[src/rtl/exec_seq_pkg.sv]
// Shared opcodes, FSM state encoding and instruction field helpers for the
// execute sequencer.
package exec_seq_pkg;

  localparam logic [1:0] OP_LDI = 2'b00;
  localparam logic [1:0] OP_MOV = 2'b01;
  localparam logic [1:0] OP_ADD = 2'b10;
  localparam logic [1:0] OP_SUB = 2'b11;

  typedef enum logic [1:0] {
    ST_IDLE    = 2'd0,
    ST_READ_RS = 2'd1,
    ST_READ_RD = 2'd2,
    ST_WRITE   = 2'd3
  } state_t;

  localparam int OPC_MSB = 7;
  localparam int OPC_LSB = 6;
  localparam int RD_MSB  = 5;
  localparam int RD_LSB  = 4;
  localparam int RS_MSB  = 3;
  localparam int RS_LSB  = 2;
  localparam int IMM_MSB = 3;
  localparam int IMM_LSB = 0;

  function automatic logic [1:0] f_opcode(input logic [7:0] instr);
    return instr[OPC_MSB:OPC_LSB];
  endfunction

  function automatic logic [1:0] f_rd(input logic [7:0] instr);
    return instr[RD_MSB:RD_LSB];
  endfunction

  function automatic logic [1:0] f_rs(input logic [7:0] instr);
    return instr[RS_MSB:RS_LSB];
  endfunction

  function automatic logic [3:0] f_imm(input logic [7:0] instr);
    return instr[IMM_MSB:IMM_LSB];
  endfunction

endpackage

[src/rtl/exec_sequencer_if.sv]
// Instruction handshake and register-file port bundle of the execute sequencer.
// master = sequencer side, slave = producer / register-file side.
interface exec_sequencer_if #(
  parameter int DATA_WIDTH = 8
) ();
  logic [7:0]            instr;
  logic                  instr_valid;
  logic                  instr_ready;
  logic [1:0]            rf_read_address;
  logic [DATA_WIDTH-1:0] rf_read_data;
  logic [1:0]            rf_write_address;
  logic [DATA_WIDTH-1:0] rf_write_data;
  logic                  rf_write_enable;
  logic                  done;
  logic                  flag_zero;
  logic                  flag_carry;

  modport master (
    input  instr, instr_valid, rf_read_data,
    output instr_ready, rf_read_address, rf_write_address, rf_write_data,
           rf_write_enable, done, flag_zero, flag_carry
  );

  modport slave (
    output instr, instr_valid, rf_read_data,
    input  instr_ready, rf_read_address, rf_write_address, rf_write_data,
           rf_write_enable, done, flag_zero, flag_carry
  );
endinterface

[src/rtl/exec_seq_alu.sv]
// Combinational ALU of the execute sequencer: LDI/MOV/ADD/SUB with carry
// (borrow for SUB) and zero outputs.
module exec_seq_alu
  import exec_seq_pkg::*;
#(
  parameter int DATA_WIDTH = 8
) (
  input  logic [1:0]            i_opcode,
  input  logic [DATA_WIDTH-1:0] i_op_a,
  input  logic [DATA_WIDTH-1:0] i_op_b,
  input  logic [3:0]            i_imm4,
  output logic [DATA_WIDTH-1:0] o_result,
  output logic                  o_carry,
  output logic                  o_zero
);
  logic [DATA_WIDTH:0] w_sum;
  logic [DATA_WIDTH:0] w_diff;

  // The extra top bit of the difference is the borrow (set when a < b).
  assign w_sum  = {1'b0, i_op_a} + {1'b0, i_op_b};
  assign w_diff = {1'b0, i_op_a} - {1'b0, i_op_b};

  always_comb begin
    o_result = '0;
    o_carry  = 1'b0;
    case (i_opcode)
      OP_LDI:  o_result = DATA_WIDTH'(i_imm4);
      OP_MOV:  o_result = i_op_b;
      OP_ADD:  {o_carry, o_result} = w_sum;
      OP_SUB:  {o_carry, o_result} = w_diff;
      default: o_result = '0;
    endcase
  end

  assign o_zero = (o_result == '0);
endmodule

[src/rtl/exec_sequencer.sv]
// Multi-cycle execute sequencer: walks operands through the single register
// file read port and issues one write-back per instruction. Optional flags: EXEC_SEQ_FLAGS_EN.
module exec_sequencer
  import exec_seq_pkg::*;
#(
  parameter int DATA_WIDTH = 8
) (
  input  logic             clk,
  input  logic             reset_n,
  exec_sequencer_if.master bus
);
  state_t                r_state;
  state_t                w_state_next;
  logic [7:0]            r_instr;
  logic [DATA_WIDTH-1:0] r_op_a;
  logic [DATA_WIDTH-1:0] r_op_b;
  logic [1:0]            r_rd_addr;
  logic [1:0]            r_wr_addr;
  logic [DATA_WIDTH-1:0] r_wr_data;

  logic [7:0]            w_cur_instr;
  logic [1:0]            w_opcode;
  logic [DATA_WIDTH-1:0] w_alu_a;
  logic [DATA_WIDTH-1:0] w_alu_b;
  logic [DATA_WIDTH-1:0] w_result;
  logic                  w_carry;
  logic                  w_zero;

  // Operands come straight from the read port in the cycle they are fetched,
  // so the result is ready on the edge entering WRITE; in WRITE itself the
  // latched copies reproduce the same result for the flag update.
  assign w_cur_instr = (r_state == ST_IDLE)    ? bus.instr        : r_instr;
  assign w_opcode    = f_opcode(w_cur_instr);
  assign w_alu_a     = (r_state == ST_READ_RD) ? bus.rf_read_data : r_op_a;
  assign w_alu_b     = (r_state == ST_READ_RS) ? bus.rf_read_data : r_op_b;

  exec_seq_alu #(.DATA_WIDTH(DATA_WIDTH)) u_alu (
    .i_opcode (w_opcode),
    .i_op_a   (w_alu_a),
    .i_op_b   (w_alu_b),
    .i_imm4   (f_imm(w_cur_instr)),
    .o_result (w_result),
    .o_carry  (w_carry),
    .o_zero   (w_zero)
  );

  always_ff @(posedge clk or negedge reset_n) begin
    if (!reset_n) r_state <= ST_IDLE;
    else          r_state <= w_state_next;
  end

  always_comb begin
    w_state_next        = r_state;
    bus.instr_ready     = 1'b0;
    bus.rf_write_enable = 1'b0;
    bus.done            = 1'b0;
    case (r_state)
      ST_IDLE: begin
        bus.instr_ready = 1'b1;
        if (bus.instr_valid)
          w_state_next = (w_opcode == OP_LDI) ? ST_WRITE : ST_READ_RS;
      end
      ST_READ_RS: w_state_next = (w_opcode == OP_MOV) ? ST_WRITE : ST_READ_RD;
      ST_READ_RD: w_state_next = ST_WRITE;
      ST_WRITE: begin
        bus.rf_write_enable = 1'b1;
        bus.done            = 1'b1;
        w_state_next        = ST_IDLE;
      end
      default: w_state_next = ST_IDLE;
    endcase
  end

  always_ff @(posedge clk or negedge reset_n) begin
    if (!reset_n) begin
      r_instr   <= '0;
      r_op_a    <= '0;
      r_op_b    <= '0;
      r_rd_addr <= '0;
      r_wr_addr <= '0;
      r_wr_data <= '0;
    end else begin
      if (r_state == ST_IDLE && bus.instr_valid) r_instr <= bus.instr;
      if (r_state == ST_IDLE && w_state_next == ST_READ_RS) r_rd_addr <= f_rs(bus.instr);
      if (r_state == ST_READ_RS) begin
        r_op_b <= bus.rf_read_data;
        if (w_state_next == ST_READ_RD) r_rd_addr <= f_rd(r_instr);
      end
      if (r_state == ST_READ_RD) r_op_a <= bus.rf_read_data;
      // Write port is level-sensitive: load only on the edge entering WRITE.
      if (w_state_next == ST_WRITE && r_state != ST_WRITE) begin
        r_wr_addr <= f_rd(w_cur_instr);
        r_wr_data <= w_result;
      end
    end
  end

  assign bus.rf_read_address  = r_rd_addr;
  assign bus.rf_write_address = r_wr_addr;
  assign bus.rf_write_data    = r_wr_data;

`ifdef EXEC_SEQ_FLAGS_EN
  logic r_zero;
  logic r_carry;

  always_ff @(posedge clk or negedge reset_n) begin
    if (!reset_n) begin
      r_zero  <= 1'b0;
      r_carry <= 1'b0;
    end else if (r_state == ST_WRITE) begin
      r_zero  <= w_zero;
      r_carry <= w_carry;
    end
  end

  assign bus.flag_zero  = r_zero;
  assign bus.flag_carry = r_carry;
`else
  logic w_unused_flags;
  assign w_unused_flags = w_zero ^ w_carry;
  assign bus.flag_zero  = 1'b0;
  assign bus.flag_carry = 1'b0;
`endif
endmodule

[src/flat_wrapper.sv]
// flat-port wrapper written by rule: the top's interface ports become plain ports
module exec_sequencer_flat import exec_seq_pkg::*;
#(
  parameter int DATA_WIDTH = 8
)
  (clk, reset_n, bus_instr, bus_instr_valid, bus_rf_read_data, bus_instr_ready, bus_rf_read_address, bus_rf_write_address, bus_rf_write_data, bus_rf_write_enable, bus_done, bus_flag_zero, bus_flag_carry);
  exec_sequencer_if #(.DATA_WIDTH(DATA_WIDTH)) bus_i ();
  input  logic clk;
  input  logic reset_n;
  input wire logic [$bits(bus_i.instr)-1:0] bus_instr;
  input wire logic [$bits(bus_i.instr_valid)-1:0] bus_instr_valid;
  input wire logic [$bits(bus_i.rf_read_data)-1:0] bus_rf_read_data;
  output wire logic [$bits(bus_i.instr_ready)-1:0] bus_instr_ready;
  output wire logic [$bits(bus_i.rf_read_address)-1:0] bus_rf_read_address;
  output wire logic [$bits(bus_i.rf_write_address)-1:0] bus_rf_write_address;
  output wire logic [$bits(bus_i.rf_write_data)-1:0] bus_rf_write_data;
  output wire logic [$bits(bus_i.rf_write_enable)-1:0] bus_rf_write_enable;
  output wire logic [$bits(bus_i.done)-1:0] bus_done;
  output wire logic [$bits(bus_i.flag_zero)-1:0] bus_flag_zero;
  output wire logic [$bits(bus_i.flag_carry)-1:0] bus_flag_carry;
  assign bus_i.instr = bus_instr;
  assign bus_i.instr_valid = bus_instr_valid;
  assign bus_i.rf_read_data = bus_rf_read_data;
  assign bus_instr_ready = bus_i.instr_ready;
  assign bus_rf_read_address = bus_i.rf_read_address;
  assign bus_rf_write_address = bus_i.rf_write_address;
  assign bus_rf_write_data = bus_i.rf_write_data;
  assign bus_rf_write_enable = bus_i.rf_write_enable;
  assign bus_done = bus_i.done;
  assign bus_flag_zero = bus_i.flag_zero;
  assign bus_flag_carry = bus_i.flag_carry;
  exec_sequencer #(.DATA_WIDTH(DATA_WIDTH)) u_core (.clk(clk), .reset_n(reset_n), .bus(bus_i));
endmodule
[config.mk]
export PLATFORM = sky130hd
export DESIGN_NAME = exec_sequencer_flat
export DESIGN_NICKNAME = d
export VERILOG_FILES = /design/src/rtl/exec_seq_pkg.sv /design/src/rtl/exec_sequencer_if.sv /design/src/rtl/exec_seq_alu.sv /design/src/rtl/exec_sequencer.sv /design/src/flat_wrapper.sv
export SDC_FILE = /design/constraint.sdc
export NUM_CORES = 1
export LEC_CHECK = 0
export ABC_AREA = 1
export BUFFER_PORTS_ARGS = -buffer_cell sky130_fd_sc_hd__buf_4
export CAP_MARGIN = 20
export CELL_PAD_IN_SITES_DETAIL_PLACEMENT = 1
export CELL_PAD_IN_SITES_GLOBAL_PLACEMENT = 2
export CORE_ASPECT_RATIO = 1.25
export CORE_MARGIN = 5
export CORE_UTILIZATION = 35
export DETAILED_ROUTE_END_ITERATION = 10
export PLACE_DENSITY_LB_ADDON = 0.1
export SLEW_MARGIN = 20
export SYNTH_ARGS = -nofsm -noshare
export SYNTH_HDL_FRONTEND = slang
export SYNTH_SLANG_ARGS = --single-unit
[constraint.sdc]
create_clock -name clk -period 4.7 [get_ports clk]
set_input_delay 0 -clock clk [delete_from_list [all_inputs] [get_ports clk]]
set_output_delay 0 -clock clk [all_outputs]
set_load 0.02 [all_outputs]
# Word-level counts from Yosys, hierarchy flattened
# Cells that the tools add are included.
op_classes:
  addsub: 2
  eq_ne: 10
  mux: 13
  reduce_logical: 5
op_table:
  columns: ["op", "count"]
  rows:
  - ["one-hot mux 8 bit (4 select lines)", 1]
  - ["2-to-1 mux 8 bit", 3]
  - ["== test 2 bit, second input constant", 6]
  - ["2-to-1 mux 2 bit", 5]
  - ["adder 8 bit", 1]
  - ["one-hot mux 2 bit (4 select lines)", 1]
  - ["subtractor 8 bit", 1]
  - ["== test 2 x 1 -> 1 bit, second input constant", 3]
  - ["logical NOT 2 bit", 2]
  - ["logical AND 1 bit", 3]
  - ["2-to-1 mux 1 bit", 3]
  - ["!= test 2 bit, second input constant", 1]
totals:
  reg_bits: 38

# Longest topological paths before layout
# Gate-level depths: netlist of run 1.
depth:
  ltp_word: 11
  mapped_depth: 21
  mapped_depth_nobuf: 20

# Cells and area by module
# Synthesis of run 1 repeated with hierarchy kept, for this count alone.
unflattened:
  hier_cells: 382
  hier_area_um2: 2877.8
modules_own_cells:
  columns: ["mod", "n_inst", "cells_per_inst", "area_per_inst_um2", "seq_area_each_um2"]
  rows:
  - ["exec_sequencer", 1, 185, 1818.0, 950.9]
  - ["exec_seq_alu", 1, 197, 1059.8, 0.0]

# Worst setup path before layout of run 1
# Ideal clock, no wire load.
synth_path:
  path_type: "reg-to-reg"
  start: "register u_core.r_state[0]"
  end: "register u_core.r_wr_data[4], in the netlist u_core.bus.rf_write_data[4]"
  t_arrival_ns: 2.734
  required_time_ns: 4.618
  setup_slack_ns: 1.884
  stages_incl_launch_ff: 18
  path_buffers: 1
  synth_period_minus_slack_ns: 2.816
  cell_sequence: "dfrtp_1 -> inv_1 -> ha_1 -> buf_6 -> nand2_2 -> o21ai_2 -> inv_1 -> nand2_1 -> nand2_1 -> xor2_1 -> inv_1 -> fa_1 -> inv_1 -> nand2_1 -> a21oi_1 -> nor3_1 -> nand3b_1 -> a31oi_1"
synth_via:
  elab_chain_len: 8
  word_cells_on_any_way: 21
  cone_classes: "add/sub: 2; eq/ne: 8; mux: 8; reduce/logical: 3"
synth_rtl:
  columns: ["element", "line_no", "text"]
  rows:
  - ["start: declaration", "exec_sequencer.sv:12", "state_t r_state;"]
  - ["start signal: assignment", "exec_sequencer.sv:49", "else r_state <= w_state_next;"]
  - ["branches (longest 8 deep; another with subtractor 8 bit)", null, null]
  - ["end signal: assignment", "exec_sequencer.sv:93", "r_wr_data <= w_result;"]
  - ["end: declaration", "exec_sequencer.sv:19", "logic [DATA_WIDTH-1:0] r_wr_data;"]
# Parallel ways; which one is timed is not known.
# A chain may end at the register's enable or synchronous reset.

# Worst setup path after layout of run 1
layout_path:
  start: "register u_core.r_state[0]"
  end: "register u_core.r_wr_data[7], in the netlist u_core.bus.rf_write_data[7]"
# The elaborated chain is that of the path after synthesis.

==> impl_metrics.tcl, run 1 <==
set metrics [dict create \
    yosysTopAreaCellShare_pct 40.9 \
    clkTransAtPathRegs_ns 0.08 \
    nNetsFinal 383 \
    finClkSkew_ns 0.00618 \
    period_share_pct 73.7 \
    wl_microns 6350 \
    grt_max_degree 39 \
    hold_path.class "in -> reg" \
    met1_usage_pct 17.4 \
    numCtsBuffers 5 \
    synth.area.top_cells "dfrtp_1 41%, nand2_1 18%, inv_1 6.6%" \
    maxSlewHeadroom_pct 52.2 \
    wire_per_inst_microns 14.4 \
    clk_path_buf_depth 2 \
    synth_top_flop_cell "dfrtp_1" \
    ys_ff_latch 38 \
    worstMarginPinSlew_ns 0.709 \
    max-cap-violations 0 \
    antenna_found_initial 0 \
    num_rows 33 \
    critPathMostFrequentCell "a21oi_1" \
    cts_sinks 38 \
    antenna_cells 0 \
    ys_seq_area_share_pct 40.9 \
    grt_use_total_pct 16.1 \
    dp_hpwl_microns 4960 \
    drt_iter0_drc 95 \
    synth-edff-count 0 \
    clk_latency_ns 0.29 \
    synth.avg_cell_area_sq_um 7.49 \
    met2_usage_pct 31.3 \
    ant_nets 0 \
    grt_pass1_vias 2178 \
    path_class "reg -> reg" \
    gr-max-usage-layer "met2" \
    critPathMaxFanout 14 \
    synthTopCellsByCount "109 x nand2_1, 41 x inv_1, 38 x dfrtp_1" \
    initial_utilization_pct 35.6 \
    die_y_microns 101 \
    worst-path-buf-inv 3 \
    hold_violations 0 \
    required_ns 4.91 \
    yosys_warnings 0 \
    yosysMostFrequentCell "nand2_1" \
    synthDistinctLibCells 34 \
    setup_tns_ns 0 \
    use_met3_pct 3.76 \
    cts_setup_buffers 0 \
    cpMaxStageDelayCell "ha_1" \
    die_w_microns 82.9 \
    yosysTopAreaCell "dfrtp_1" \
    io_pins 36 \
    syn_area_sq_um 2320 \
    worst_hold_slack_ns 0.0109 \
    place.gp.congestion 0.800 \
    arrival_ns 3.68 \
    coreArea_sq_um 6520 \
    cp_top_family "compound AO/OA/AOI/OAI gates" \
    cp-end-kind "flop" \
    portBuffers 33 \
    vias 2059 \
    crit_chain "inv_1 > ha_1 > inv_2 > nand2_2 > nand2_4 > nand2_1 > o21ai_0 > xor2_1 > ha_1 > a21oi_1 > o21ai_0 > a21oi_1 > inv_1 > nand2_1 > nand3_1 > a21oi_1" \
    vias_per_cell 4.67 \
    async_reset_ff_share_pct 100 \
    syn_to_final_growth_pct 21.2 \
    cts_tree "done" \
    fmax_ghz 0.289 \
    critPathMaxStageDelay_ns 0.52 \
    root_buffer "clkbuf_8" \
    htree_num_levels 2 \
    dr.pass1.iters 4 \
    setup_viol 0 \
    period_minus_slack_ns 3.47 \
    drv_slew 0 \
    grt_remaining_overflow 0 \
    drive_above_1_share_pct 16.1 \
    netlist_instances 310 \
    status "complete, no violations" \
    grt_pass1_wl_microns 10800 \
    rsz0062_at_grt "false" \
    worstSetupStartpointType "flop" \
    die-area_sq_um 8370 \
    drc 0 \
]
[sequential cells by signal, indices dropped and copies added, names as in the netlist]
register                     flops
u_core.bus.rf_write_data         8
u_core.r_instr                   8
u_core.r_op_a                    8
u_core.r_op_b                    8
u_core.bus.rf_read_address       2
u_core.bus.rf_write_address      2
u_core.r_state                   2
[routing by layer]
layer / vias to the layer above / part of all wire [%]
met5: - / 0
met4: 0 / 1.1
met3: 5 / 3.0
met2: 26 / 55
met1: 979 / 41
li1: 1049 / -
[layout by cell type (no fill, tap or decap), types with 6 or more instances in the layout]
cell type and instances:
xor2_1 6, ha_1 10, inv_1 41, buf_4 33, dfrtp_1 38, dlygate4sd3_1 10
clkbuf_8 6, nand3_1 12, nor2_1 18, nand2_1 109, o21ai_0 23, a21oi_1 8
[tightest hold or removal path, stage by stage]
cell and delay (ns):
buf_4 0.11, inv_1 0.06, o21ai_0 0.09
[final timing paths]
check	from	to	slack, ns	cells past startpoint
max	u_core.r_state[0]	u_core.bus.rf_write_data[7]	1.23	16
min	bus_instr[0]	u_core.r_instr[0]	0.01	3
max reg2reg	u_core.r_state[0]	u_core.bus.rf_write_data[7]	1.23	16
min reg2reg	u_core.bus.rf_write_data[5]	u_core.bus.rf_write_data[5]	0.48	2
max in group asynchronous	reset_n	u_core.bus.rf_write_data[6]	4.13	2
min in group asynchronous	reset_n	u_core.r_op_a[0]	0.23	2
[timing repair]
action / 4_1_cts / 5_1_grt
endpoints found under the hold margin: 48 / 1
gates resized for setup: 0 / 0
hold buffers: 9 / 1
[per-stage QoR]
stage | util (%) | instances | cell area [sq um] | setup WS, ns
finish | 43.2 | 441 | 2820 | 1.23
floorplan | - | 311 | 2330 | 1.88
detailed placement | 40.2 | 423 | 2620 | 1.22
global placement | 40.2 | 423 | 2620 | 1.29
CTS | 43.0 | 440 | 2810 | 1.19
global route | 43.2 | 441 | 2820 | 0.902
[area by class of cell]
cell class	count	area, sq um
Multi-Input combinational cell	221	1150
Inverter	44	165
Fill cell	866	3710
Timing Repair Buffer	43	348
Sequential cell	38	951
Clock buffer	7	86.3
Clock inverter	1	5.00
Tap cell	87	109
[logic make-up (layout without fill, tap and decap cells)]
kind of cell / Yosys count / in the layout / share of synthesized area, %
AND/OR/NAND/NOR: 158 / 158 / 30.3
buffers and inverters: 52 / 95 / 9.64
AO/OA/AOI/OAI: 44 / 44 / 10.4
flip-flops: 38 / 38 / 40.9
adder cells (fa/ha/maj): 11 / 11 / 6.25
XOR/XNOR: 6 / 6 / 2.26
other: 1 / 2 / 0.161
Power of run 1 is not shown: default switching activity piles up to over one toggle a cycle in this logic, so the estimate is an artifact.
==> inputs of run 2 (changes only) <==
Settings changed: CORE_UTILIZATION 35 to 32.
Clock period 4.7 ns to 3.5 ns, I/O delays scaled along.
==> impl_metrics.tcl, run 2 (synthesized netlist as in run 1, its figures left out) <==
set metrics [dict create \
    path_class "reg -> reg" \
    dr.pass1.iters 4 \
    worst-path-buf-inv 4 \
    wire_per_inst_microns 14.5 \
    vias 2099 \
    hold_path.class "in -> reg" \
    ant_nets 0 \
    portBuffers 33 \
    nNetsFinal 387 \
    drt_iter0_drc 48 \
    drv_slew 0 \
    syn_to_final_growth_pct 23.4 \
    grt_use_total_pct 15.9 \
    num_rows 34 \
    clk_path_buf_depth 2 \
    cts_setup_buffers 0 \
    grt_remaining_overflow 0 \
    dp_hpwl_microns 5070 \
    period_share_pct 89.6 \
    coreArea_sq_um 7020 \
    antenna_cells 0 \
    place.gp.congestion 0.840 \
    vias_per_cell 4.69 \
    rsz0062_at_grt "false" \
    required_ns 3.72 \
    cp-end-kind "flop" \
    clk_latency_ns 0.29 \
    crit_chain "inv_1 > ha_1 > inv_2 > nand2_1 > nand2_1 > inv_1 > nand3_1 > o21ai_0 > xor2_1 > ha_1 > a21oi_1 > o21ai_0 > a21oi_1 > inv_1 > nand2_1 > nand3_1 > a21oi_1" \
    final_common_cell "nand2_1" \
    grt_pass1_wl_microns 11400 \
    drc 0 \
    fillers 889 \
    io_pins 36 \
    fmax_ghz 0.319 \
    htree_num_levels 2 \
    die_w_microns 86.2 \
    numCtsBuffers 5 \
    worstSetupStartpointType "flop" \
    die-area_sq_um 9070 \
    setup_viol 0 \
    cpMaxStageDelayCell "dfrtp_1" \
    critPathMaxFanout 8 \
    worstMarginPinSlew_ns 0.511 \
    multi_input_area_sq_um 1150 \
    status "complete, no violations" \
    cp_top_family "compound AO/OA/AOI/OAI gates" \
    layout_common_cells "109 x nand2_1, 40 x inv_1, 38 x buf_4, 38 x dfrtp_1, 23 x o21ai_0" \
    maxSlewHeadroom_pct 65.9 \
    hold_violations 0 \
    initial_utilization_pct 33.1 \
    period_minus_slack_ns 3.14 \
    max-cap-violations 0 \
    finClkSkew_ns 0.00795 \
    cts_sinks 38 \
    arrival_ns 3.36 \
    grt_pass1_vias 2312 \
    wl_microns 6510 \
    grt_max_degree 39 \
    drive_above_1_share_pct 18.2 \
    root_buffer "clkbuf_8" \
    die_y_microns 105 \
    setup_tns_ns 0 \
    critPathMaxStageDelay_ns 0.40 \
    seqCellArea_sq_um 951 \
    clkTransAtPathRegs_ns 0.08 \
    cts_tree "done" \
    antenna_found_initial 0 \
]
-- run 2: layer usage --
metal	wire length, microns	global-route usage (%)	vias to the layer above	share of wire [%]
met3	186	2.89	7	2.9
met1	2690	18.0	1002	41
met4	107	4.01	0	1.6
met2	3530	30.0	31	54
met5	0	0	-	0
li1	-	-	1059	-
-- run 2: metrics by stage --
step,utilization [%],instances,area (sq um),hold slack (ns),worst slack [ns]
final,40.8,448,2870,0.0117,0.363
after global routing,40.8,448,2870,0.0107,0.0528
after CTS,40.8,448,2860,0.00283,0.201
after detailed placement,38.0,431,2670,0.0241,0.246
after global placement,38.0,431,2670,0.0141,0.370
after floorplan,-,311,2330,-0.296,0.684
-- run 2: path summary, 6_finish.rpt --
| check | startpoint | cells past startpoint | endpoint | slack (ns) |
|---|---|---|---|---|
| max in group asynchronous | reset_n | 2 | u_core.r_state[1] | 2.93 |
| min in group asynchronous | reset_n | 2 | u_core.r_op_a[4] | 0.22 |
| max reg2reg | u_core.r_state[1] | 17 | u_core.bus.rf_write_data[7] | 0.36 |
| min reg2reg | u_core.bus.rf_write_data[1] | 2 | u_core.bus.rf_write_data[1] | 0.47 |
| max | u_core.r_state[1] | 17 | u_core.bus.rf_write_data[7] | 0.36 |
| min | bus_instr[1] | 3 | u_core.r_instr[1] | 0.01 |
-- run 2: worst min-delay path, delay by kind of cell --
kind                   cells  cell delay, ns
AO/OA/AOI/OAI              1            0.09
buffers and inverters      2            0.18
-- run 2: layout make-up --
class,instances,share of cell area (%)
timing repair buffer,47,13.1
clock inverter,3,1.40
multi-input combinational,221,40.2
sequential,38,33.2
inverter,44,5.76
clock buffer,5,2.40
tap,90,3.93
-- run 2: what timing repair did --
item | 4_1_cts | 5_1_grt
hold endpoints to repair | 48 | 0
resized for setup | 0 | 2
setup endpoints to repair | 0 | 2
hold buffers | 9 | 0
Power of run 2 is left out for the same reason.
==> inputs of run 3 (changes only) <==
Settings changed: ABC_AREA 1 to unset, CORE_UTILIZATION 32 to 36, CTS_CLUSTER_DIAMETER set to 200.
Clock period 3.5 ns to 3 ns, I/O delays scaled along.
==> impl_metrics.tcl, run 3 <==
set metrics [dict create \
    final_common_cell "buf_4" \
    path_class "reg -> reg" \
    drive_above_1_share_pct 35.8 \
    final_cells 387 \
    clk_path_buf_depth 2 \
    hold_depth 3 \
    yosysMostFrequentCell "dfrtp_1" \
    cts_sinks 38 \
    arrival_ns 3.00 \
    synthTopCellsByCount "38 x dfrtp_1, 22 x mux2_2, 18 x nand2_1" \
    hold_path.class "in -> reg" \
    dp_hpwl_microns 4800 \
    ys_ff_latch 38 \
    dpl_cell_area_sq_um 2810 \
    grt_remaining_overflow 0 \
    synth-edff-count 0 \
    place.gp.congestion 0.835 \
    max-cap-violations 0 \
    dr.pass1.iters 4 \
    ys_seq_area_share_pct 41.4 \
    finClkSkew_ns 0.00554 \
    setup_viol 0 \
    dpl.cell_count 361 \
    yosysTopAreaCellShare_pct 41.4 \
    initial_utilization_pct 37.0 \
    rr_worst_depth 12 \
    synth.area.top_cells "dfrtp_1 41%, mux2_2 11%, ha_1 5.4%" \
    syn_area_sq_um 2300 \
    numCtsBuffers 5 \
    rrSetupSlack_ns 0.17 \
    wire_per_inst_microns 16.1 \
    synth_top_flop_cell "dfrtp_1" \
    cts_tree "done" \
    utilization_pct 50.3 \
    use_met3_pct 3.17 \
    met1_usage_pct 19.8 \
    cp-end-kind "flop" \
    die-area_sq_um 8090 \
    coreArea_sq_um 6210 \
    yosys_warnings 0 \
    die_w_microns 81.5 \
    hold_violations 0 \
    maxSlewHeadroom_pct 66.5 \
    vias 1920 \
    crit_chain "inv_1 > ha_2 > buf_4 > mux2_2 > ha_1 > nand2_1 > o21ai_2 > buf_4 > a21oi_1 > xnor2_1 > a22oi_1 > o21ai_1" \
    async_reset_ff_share_pct 100 \
    drc 0 \
    htree_num_levels 2 \
    vias_per_cell 4.96 \
    hold_end "u_core.r_op_b[0]" \
    clkTransAtPathRegs_ns 0.08 \
    met2_usage_pct 30.9 \
    antenna_found_initial 0 \
    wl_microns 6240 \
    reg2reg_from "u_core.r_state[0]" \
    layout_common_cells "66 x buf_4, 38 x dfrtp_1, 22 x mux2_2" \
    ant_nets 0 \
    antenna_cells 0 \
    worstSetupStartpointType "flop" \
    grt_pass1_wl_microns 10500 \
    nNetsFinal 331 \
    hp-start "bus_rf_read_data[0]" \
    grt_max_degree 39 \
    num_rows 32 \
    grt_use_total_pct 17.0 \
    clk_latency_ns 0.29 \
    rsz0062_at_grt "false" \
    rr_endpoint "u_core.bus.rf_write_data[5]" \
    worstMarginPinSlew_ns 0.502 \
    synth.avg_cell_area_sq_um 10.3 \
    io_pins 36 \
    die_y_microns 99.3 \
    root_buffer "clkbuf_8" \
    yosysTopAreaCell "dfrtp_1" \
    portBuffers 33 \
    critPathMaxStageDelay_ns 0.43 \
    netlist_instances 223 \
    critPathMaxFanout 8 \
    cpMaxStageDelayCell "dfrtp_1" \
    drt_iter0_drc 23 \
    grt_pass1_vias 2112 \
    syn_to_final_growth_pct 35.8 \
    period_minus_slack_ns 2.83 \
    gr-max-usage-layer "met2" \
    critPathMostFrequentCell "buf_4" \
    required_ns 3.18 \
    fmax_ghz 0.354 \
    drv_slew 0 \
    status "complete, no violations" \
    period_share_pct 94.2 \
    fin_area_sq_um 3120 \
    synthDistinctLibCells 46 \
]
[run 3: cell count changes after synthesis, sizes merged, moves of 5 or more]
cell,previous run,this run
nand2,116,18
nand3,14,3
nor2,20,15
o21ai,27,17
mux2i,0,11
nor3,1,6
mux2,0,22
xnor2,0,7
inv,43,8
[run 3: layout make-up]
class | instances | area [sq um]
repair buffers | 80 | 636
fillers | 705 | 3090
inverters | 8 | 30.0
clock inverters | 1 | 5.00
well taps | 85 | 106
flip-flops and latches | 38 | 951
multi-input cells | 168 | 1310
clock buffers | 7 | 86.3
[run 3: timing repair]
action,in CTS,in global routing
endpoints found under the hold margin,53,1
hold buffers,13,1
gates cloned,0,0
pin swaps,0,4
buffers inserted,0,4
endpoints found under the setup margin,4,4
gates resized for setup,3,12
[run 3: cells by family after synthesis]
kind of cell               count (synthesis)  share of synthesized area, %
and+or+nand+nor                           62                          14.1
AOI/OAI and AO/OA                         48                          13.5
DFF                                       38                          41.4
muxes                                     33                          15.6
buffers and inverters                     18                          4.47
xor gates and xnor gates                  12                          4.58
adders and majority gates                 11                          6.32
other                                      1                         0.163
[run 3: per-layer routing]
metal | vias up | routed length, microns
met3 | 7 | 160
li1 | 948 | -
met5 | - | 0
met2 | 25 | 3360
met4 | 0 | 79
met1 | 940 | 2650
[run 3: worst max-delay path by stage]
stage,startpoint,to
2_1_floorplan,u_core.r_state[0],u_core.bus.rf_write_data[6]
3_3_place_gp,u_core.r_state[1],u_core.bus.rf_write_data[5]
3_5_place_dp,u_core.r_state[1],u_core.bus.rf_write_data[7]
4_1_cts,u_core.r_state[1],u_core.bus.rf_write_data[5]
5_1_grt,u_core.r_state[1],u_core.bus.rf_write_data[5]
6_report,u_core.r_state[0],u_core.bus.rf_write_data[5]
[run 3: through the flow]
stage	worst slack, ns	hold WS, ns	setup TNS [ns]
2_1_floorplan	0.00161	-0.296	0
3_3_place_gp	-0.200	0.0132	-0.393
3_5_place_dp	-0.243	0.00867	-0.643
4_1_cts	0.0194	0.00108	0
5_1_grt	0.00592	0.0168	0
6_report	0.174	0.00851	0
[run 3: worst max-delay path: cells and delay by family, from the launching register on]
kind / cells / cell delay (ns)
adder cells (fa/ha/maj): 2 / 0.68
AO/OA/AOI/OAI: 4 / 0.55
buffers and inverters: 3 / 0.49
flip-flops: 1 / 0.43
multiplexers: 1 / 0.35
XOR/XNOR: 1 / 0.13
AND/OR/NAND/NOR: 1 / 0.08
Power of run 3 is left out for the same reason.
